$ cat config.mk
export PLATFORM = sky130hd
export DESIGN_NAME = tdm_demux4
export DESIGN_NICKNAME = d
export VERILOG_FILES = /design/src/rtl/tdm_demux4.sv
export SDC_FILE = /design/constraint.sdc
export NUM_CORES = 1
export LEC_CHECK = 0
export BUFFER_PORTS_ARGS = -buffer_cell sky130_fd_sc_hd__buf_4
export CAP_MARGIN = 20
export CORE_AREA = 5 5 42 44
export DETAILED_ROUTE_END_ITERATION = 6
export DIE_AREA = 0 0 47 49
export GPL_ROUTABILITY_DRIVEN = 0
export PLACE_DENSITY_LB_ADDON = 0.2
export RECOVER_POWER = 100
export SKIP_CTS_REPAIR_TIMING = 1
export SLEW_MARGIN = 20
export SYNTH_ARGS = -nofsm -noshare
export SYNTH_HDL_FRONTEND = slang
export SYNTH_SLANG_ARGS = --single-unit
$ cat constraint.sdc
create_clock -name clk -period 0.9 [get_ports clk]
set_input_delay 0.18 -clock clk [delete_from_list [all_inputs] [get_ports clk]]
set_output_delay 0.18 -clock clk [all_outputs]
set_load 0.01 [all_outputs]
$ cat src/rtl/tdm_demux4.sv
// tdm_demux4 -- receive side of a 4:1 time-multiplexed link.
//
// Slots of the serial stream carry channels a, b, c, d in order; sync marks
// the slot-0 sample. Slots 0..2 are collected into shadow registers and all
// four channel outputs are updated together when slot 3 arrives.
//
// Parameters:
//   W            data width of each channel and of din
// Ports:
//   clk          system clock, rising edge
//   reset        synchronous, active-high reset
//   din [W]      serial sample for the current slot (valid when en=1)
//   en           sample strobe
//   sync         frame marker, high with the slot-0 sample
//   a,b,c,d [W]  registered channel outputs
//   slot [2]     slot index expected for the next accepted sample
//   locked       high while aligned to the frame
//   frame_valid  one-cycle pulse after a..d were updated
// Optional (macro TDM_DEMUX_ERR_EN):
//   sync_err     one-cycle pulse on an early or missing marker
//   err_cnt [8]  saturating count of marker errors
module tdm_demux4 #(
  parameter int unsigned W = 1
) (
  input  logic         clk,
  input  logic         reset,
  input  logic [W-1:0] din,
  input  logic         en,
  input  logic         sync,
  output logic [W-1:0] a,
  output logic [W-1:0] b,
  output logic [W-1:0] c,
  output logic [W-1:0] d,
  output logic [1:0]   slot,
  output logic         locked,
  output logic         frame_valid
`ifdef TDM_DEMUX_ERR_EN
  ,
  output logic         sync_err,
  output logic [7:0]   err_cnt
`endif
);

  typedef enum logic {UNLOCKED, LOCKED} state_t;

  state_t         state_q, state_d;
  logic [1:0]     slot_q, slot_d;
  logic [W-1:0]   sh0_q, sh0_d, sh1_q, sh1_d, sh2_q, sh2_d;
  logic [W-1:0]   a_q, a_d, b_q, b_d, c_q, c_d, d_q, d_d;
  logic           fv_q, fv_d;

  // State register
  always_ff @(posedge clk) begin
    if (reset) begin
      state_q <= UNLOCKED;
      slot_q  <= '0;
      sh0_q   <= '0;
      sh1_q   <= '0;
      sh2_q   <= '0;
      a_q     <= '0;
      b_q     <= '0;
      c_q     <= '0;
      d_q     <= '0;
      fv_q    <= 1'b0;
    end else begin
      state_q <= state_d;
      slot_q  <= slot_d;
      sh0_q   <= sh0_d;
      sh1_q   <= sh1_d;
      sh2_q   <= sh2_d;
      a_q     <= a_d;
      b_q     <= b_d;
      c_q     <= c_d;
      d_q     <= d_d;
      fv_q    <= fv_d;
    end
  end

  // Next-state and datapath
  always_comb begin
    state_d = state_q;
    slot_d  = slot_q;
    sh0_d   = sh0_q;
    sh1_d   = sh1_q;
    sh2_d   = sh2_q;
    a_d     = a_q;
    b_d     = b_q;
    c_d     = c_q;
    d_d     = d_q;
    fv_d    = 1'b0;
    if (en) begin
      case (state_q)
        UNLOCKED: begin
          if (sync) begin
            sh0_d   = din;
            slot_d  = 2'd1;
            state_d = LOCKED;
          end
        end
        LOCKED: begin
          if (sync) begin
            // Normal start or early marker: either way restart the frame here.
            sh0_d  = din;
            slot_d = 2'd1;
          end else begin
            case (slot_q)
              2'd0: state_d = UNLOCKED;   // missing marker
              2'd1: begin
                sh1_d  = din;
                slot_d = 2'd2;
              end
              2'd2: begin
                sh2_d  = din;
                slot_d = 2'd3;
              end
              2'd3: begin
                a_d    = sh0_q;
                b_d    = sh1_q;
                c_d    = sh2_q;
                d_d    = din;
                fv_d   = 1'b1;
                slot_d = 2'd0;
              end
            endcase
          end
        end
        default: state_d = UNLOCKED;
      endcase
    end
  end

  // Outputs
  always_comb begin
    a           = a_q;
    b           = b_q;
    c           = c_q;
    d           = d_q;
    slot        = slot_q;
    locked      = (state_q == LOCKED);
    frame_valid = fv_q;
  end

`ifdef TDM_DEMUX_ERR_EN
  logic       err_ev;
  logic       sync_err_q, sync_err_d;
  logic [7:0] err_cnt_q, err_cnt_d;

  // Early marker (sync on slot 1..3) or missing marker (no sync on slot 0).
  always_comb begin
    err_ev = en && (state_q == LOCKED) && (sync ? (slot_q != 2'd0) : (slot_q == 2'd0));
    sync_err_d = err_ev;
    err_cnt_d  = err_cnt_q;
    if (err_ev && (err_cnt_q != 8'hFF)) err_cnt_d = err_cnt_q + 8'd1;
  end

  always_ff @(posedge clk) begin
    if (reset) begin
      sync_err_q <= 1'b0;
      err_cnt_q  <= '0;
    end else begin
      sync_err_q <= sync_err_d;
      err_cnt_q  <= err_cnt_d;
    end
  end

  always_comb begin
    sync_err = sync_err_q;
    err_cnt  = err_cnt_q;
  end
`endif

endmodule

==> results by group <==
Status
  – Outcome: complete, but fails checks
  – Failing checks: negative setup slack

Finish
  – Non-filler instance count after layout: 83
  – Area grow syn2layout: 46.3%
  – Multi-input gate area: 234 um2
  – Layout cells sized above 1: between 40 and 50%
  – N_diodes: 0
  – Most frequent cells in the layout: 8 x nand2b_1, 8 x buf_4, 8 x buf_6
  – Fill cell count: 150
  – Sequential Area: 236 um2
  – Nets@finish: 73

Global routing
  – Largest net degree at the start of global routing: 14
  – Initial antenna violation count: 0
  – Vias in the first global route: 347
  – Grt ovf: 0
  – First-pass GRT wire length: ~1500 um
  – Total GRT Usage: 9.05%

Run
  – Max-Cap Viols: 0

Drt
  – Drt first pass iters: 4
  – Routed wire length: 969 um
  – Antenna violation net count after detailed routing: 0
  – Per-cell routed wire length: 11.7 um
  – 1st-iter DRT viols: 10
  – Routed vias: 412
  – DRC errors left: 0
  – Avg Vias per Cell: ~5

STA
  – RSZ-0062 raised after global routing: true
  – Fin crit period: approximately 1000 ps
  – Fmax: about 0.96 GHz
  – Setup TNS: -680 ps
  – Fin Hold WS: about 150 ps
  – Crit share post-route: 116%
  – Clock Skew: 4.54 ps
  – Slew Viols, Final: 0
  – Slew HR: between 80% and 90%
  – Least-Margin Pin Slew: 190 ps
  – Post-route worst setup slack: -143 ps
  – Fin. Hold Viols: 0
  – Final setup vio count: 11

CTS
  – Clk_lat worst skew: 270 ps
  – CTS buffer count: 3
  – Clock tree buffer depth: 2
  – H-Tree Depth: 1
  – CTS tree: yes
  – CTS root buf: clkbuf_4
  – Clock-pin slew on the worst setup and hold paths: 70 ps
  – Clk sinks: 11

Worst setup path
  – Worst EP arrival: 860 ps
  – Crit path launch type: register
  – Critical Path, Cell by Cell: buf_6, buf_6
  – Crit. End Element: output port
  – Crit path depth: 2
  – CP required: 720 ps
  – Crit path max fanout: 4
  – Max stage delay on crit path: roughly 360 ps
  – Cell mode on critical path: buf_6
  – Worst Path Buf+Inv: 2
  – Slowest-stage cell, CP: dfxtp_4
  – Family with the most delay on the worst path: flip-flops
  – Critical path class: reg2out
  – Reg2Reg Depth: 3

Synthesis
  – Register area share after synthesis: 47.7%
  – Post-synth cell types: 16
  – Synth top area share: 47.7%
  – Post-Syn Area: 462 um2
  – #FFs+latches synth: 11
  – Synthesized area per cell: 9.82 um2
  – Mapped Nets: 52
  – Synth top area cells: dfxtp_1 48%, mux2i_1 13%, nand2b_1 11%
  – Syn Inst Count: 47
  – Largest area contributor in the netlist: dfxtp_1
  – Ys Warns: 0

Worst hold path
  – Min-Delay Path Depth: 2
  – Hold Crit Class: in2reg

Floorplanning
  – Die X: roughly 47 um
  – Core Area: 1400 um2
  – Num rows: 14
  – Starting Density: between 30% and 40%
  – I/O pin count: 13
  – Die area: between 2000 and 2500 um2
  – Chip Height: 49 um

Placed design
  – Pre-CTS setup slack: -148 ps
  – Dpl cells: 77
  – Port bufs: 12
  – Detail Placement HPWL: around 670 um

Pwr
  – Tot Pwr: 0.940 mW
  – PD cells: approximately 1400 nW/um2
  – Leakage: 0.297 nW
  – Max IR drop VDD: 0.000699 V
[cells by family (layout without fill, tap and decap cells)]
| group | count (synthesis) | after routing | share of synthesized area (%) |
|---|---|---|---|
| AOI/OAI and AO/OA | 8 | 8 | 9.21 |
| DFF | 11 | 11 | 47.7 |
| buffers and inverters | 2 | 22 | 1.62 |
| muxes | 6 | 6 | 13.0 |
| and+or+nand+nor | 20 | 20 | 28.5 |
[synthesized netlist by cell type]
| cell | count |
|---|---|
| a21oi_1 | 5 |
| and3_4 | 1 |
| and3b_1 | 1 |
| and3b_4 | 1 |
| clkbuf_1 | 1 |
| dfxtp_1 | 11 |
| inv_1 | 1 |
| mux2i_1 | 6 |
| nand2_1 | 4 |
| nand2b_1 | 8 |
| nand3_1 | 1 |
| nand3_2 | 1 |
| nand3b_1 | 2 |
| nor2_1 | 1 |
| o21ai_0 | 2 |
| o31ai_1 | 1 |
[metrics by stage]
stage	utilization, %	instance area [um2]
floorplan	-	469
global route	48.2	676
finish	48.2	676
CTS	44.6	624
detailed placement	42.7	598
global placement	42.7	598
[cell type report]
type | instances | share of cell area [%]
sequential | 11 | 35.0
clock buffer | 4 | 3.89
multi-input combinational | 34 | 34.6
tap | 16 | 2.96
timing repair buffer | 17 | 23.0
inverter | 1 | 0.556
[metal layers]
layer	track usage, %	vias up	share of wire [%]
li1	-	202	-
met1	10.7	192	42
met2	13.3	13	49
met3	2.21	5	5.7
met4	6.91	0	3.3
met5	0	-	0
[worst paths after layout]
path	from	to	slack (ps)
max reg2reg	locked$_SDFFE_PP0P_	d$_SDFFE_PP0P_	-120
max	locked$_SDFFE_PP0P_	locked	-140
min	reset	slot[0]$_SDFFE_PP0P_	150
min reg2reg	sh0_q$_SDFFE_PP0P_	sh0_q$_SDFFE_PP0P_	460
[worst register-to-register path: cells and delay by family, from the launching register on]
family	cells	cell delay (ps)
and+or+nand+nor	2	410
DFF	1	370
muxes	1	170
[state kept, by name, indices dropped and copies added, names as in the netlist]
register,cells
slot,2
sh0_q,1
a,1
sh2_q,1
b,1
c,1
d,1
frame_valid,1
sh1_q,1
locked,1
[power by group]
group          switching, mW  internal (mW)  total (mW)
clock network          0.175          0.172       0.346
registers            0.00995          0.490       0.500
logic                 0.0402         0.0538      0.0940
total                  0.225          0.716       0.940
(Power assumes the default switching activity.)
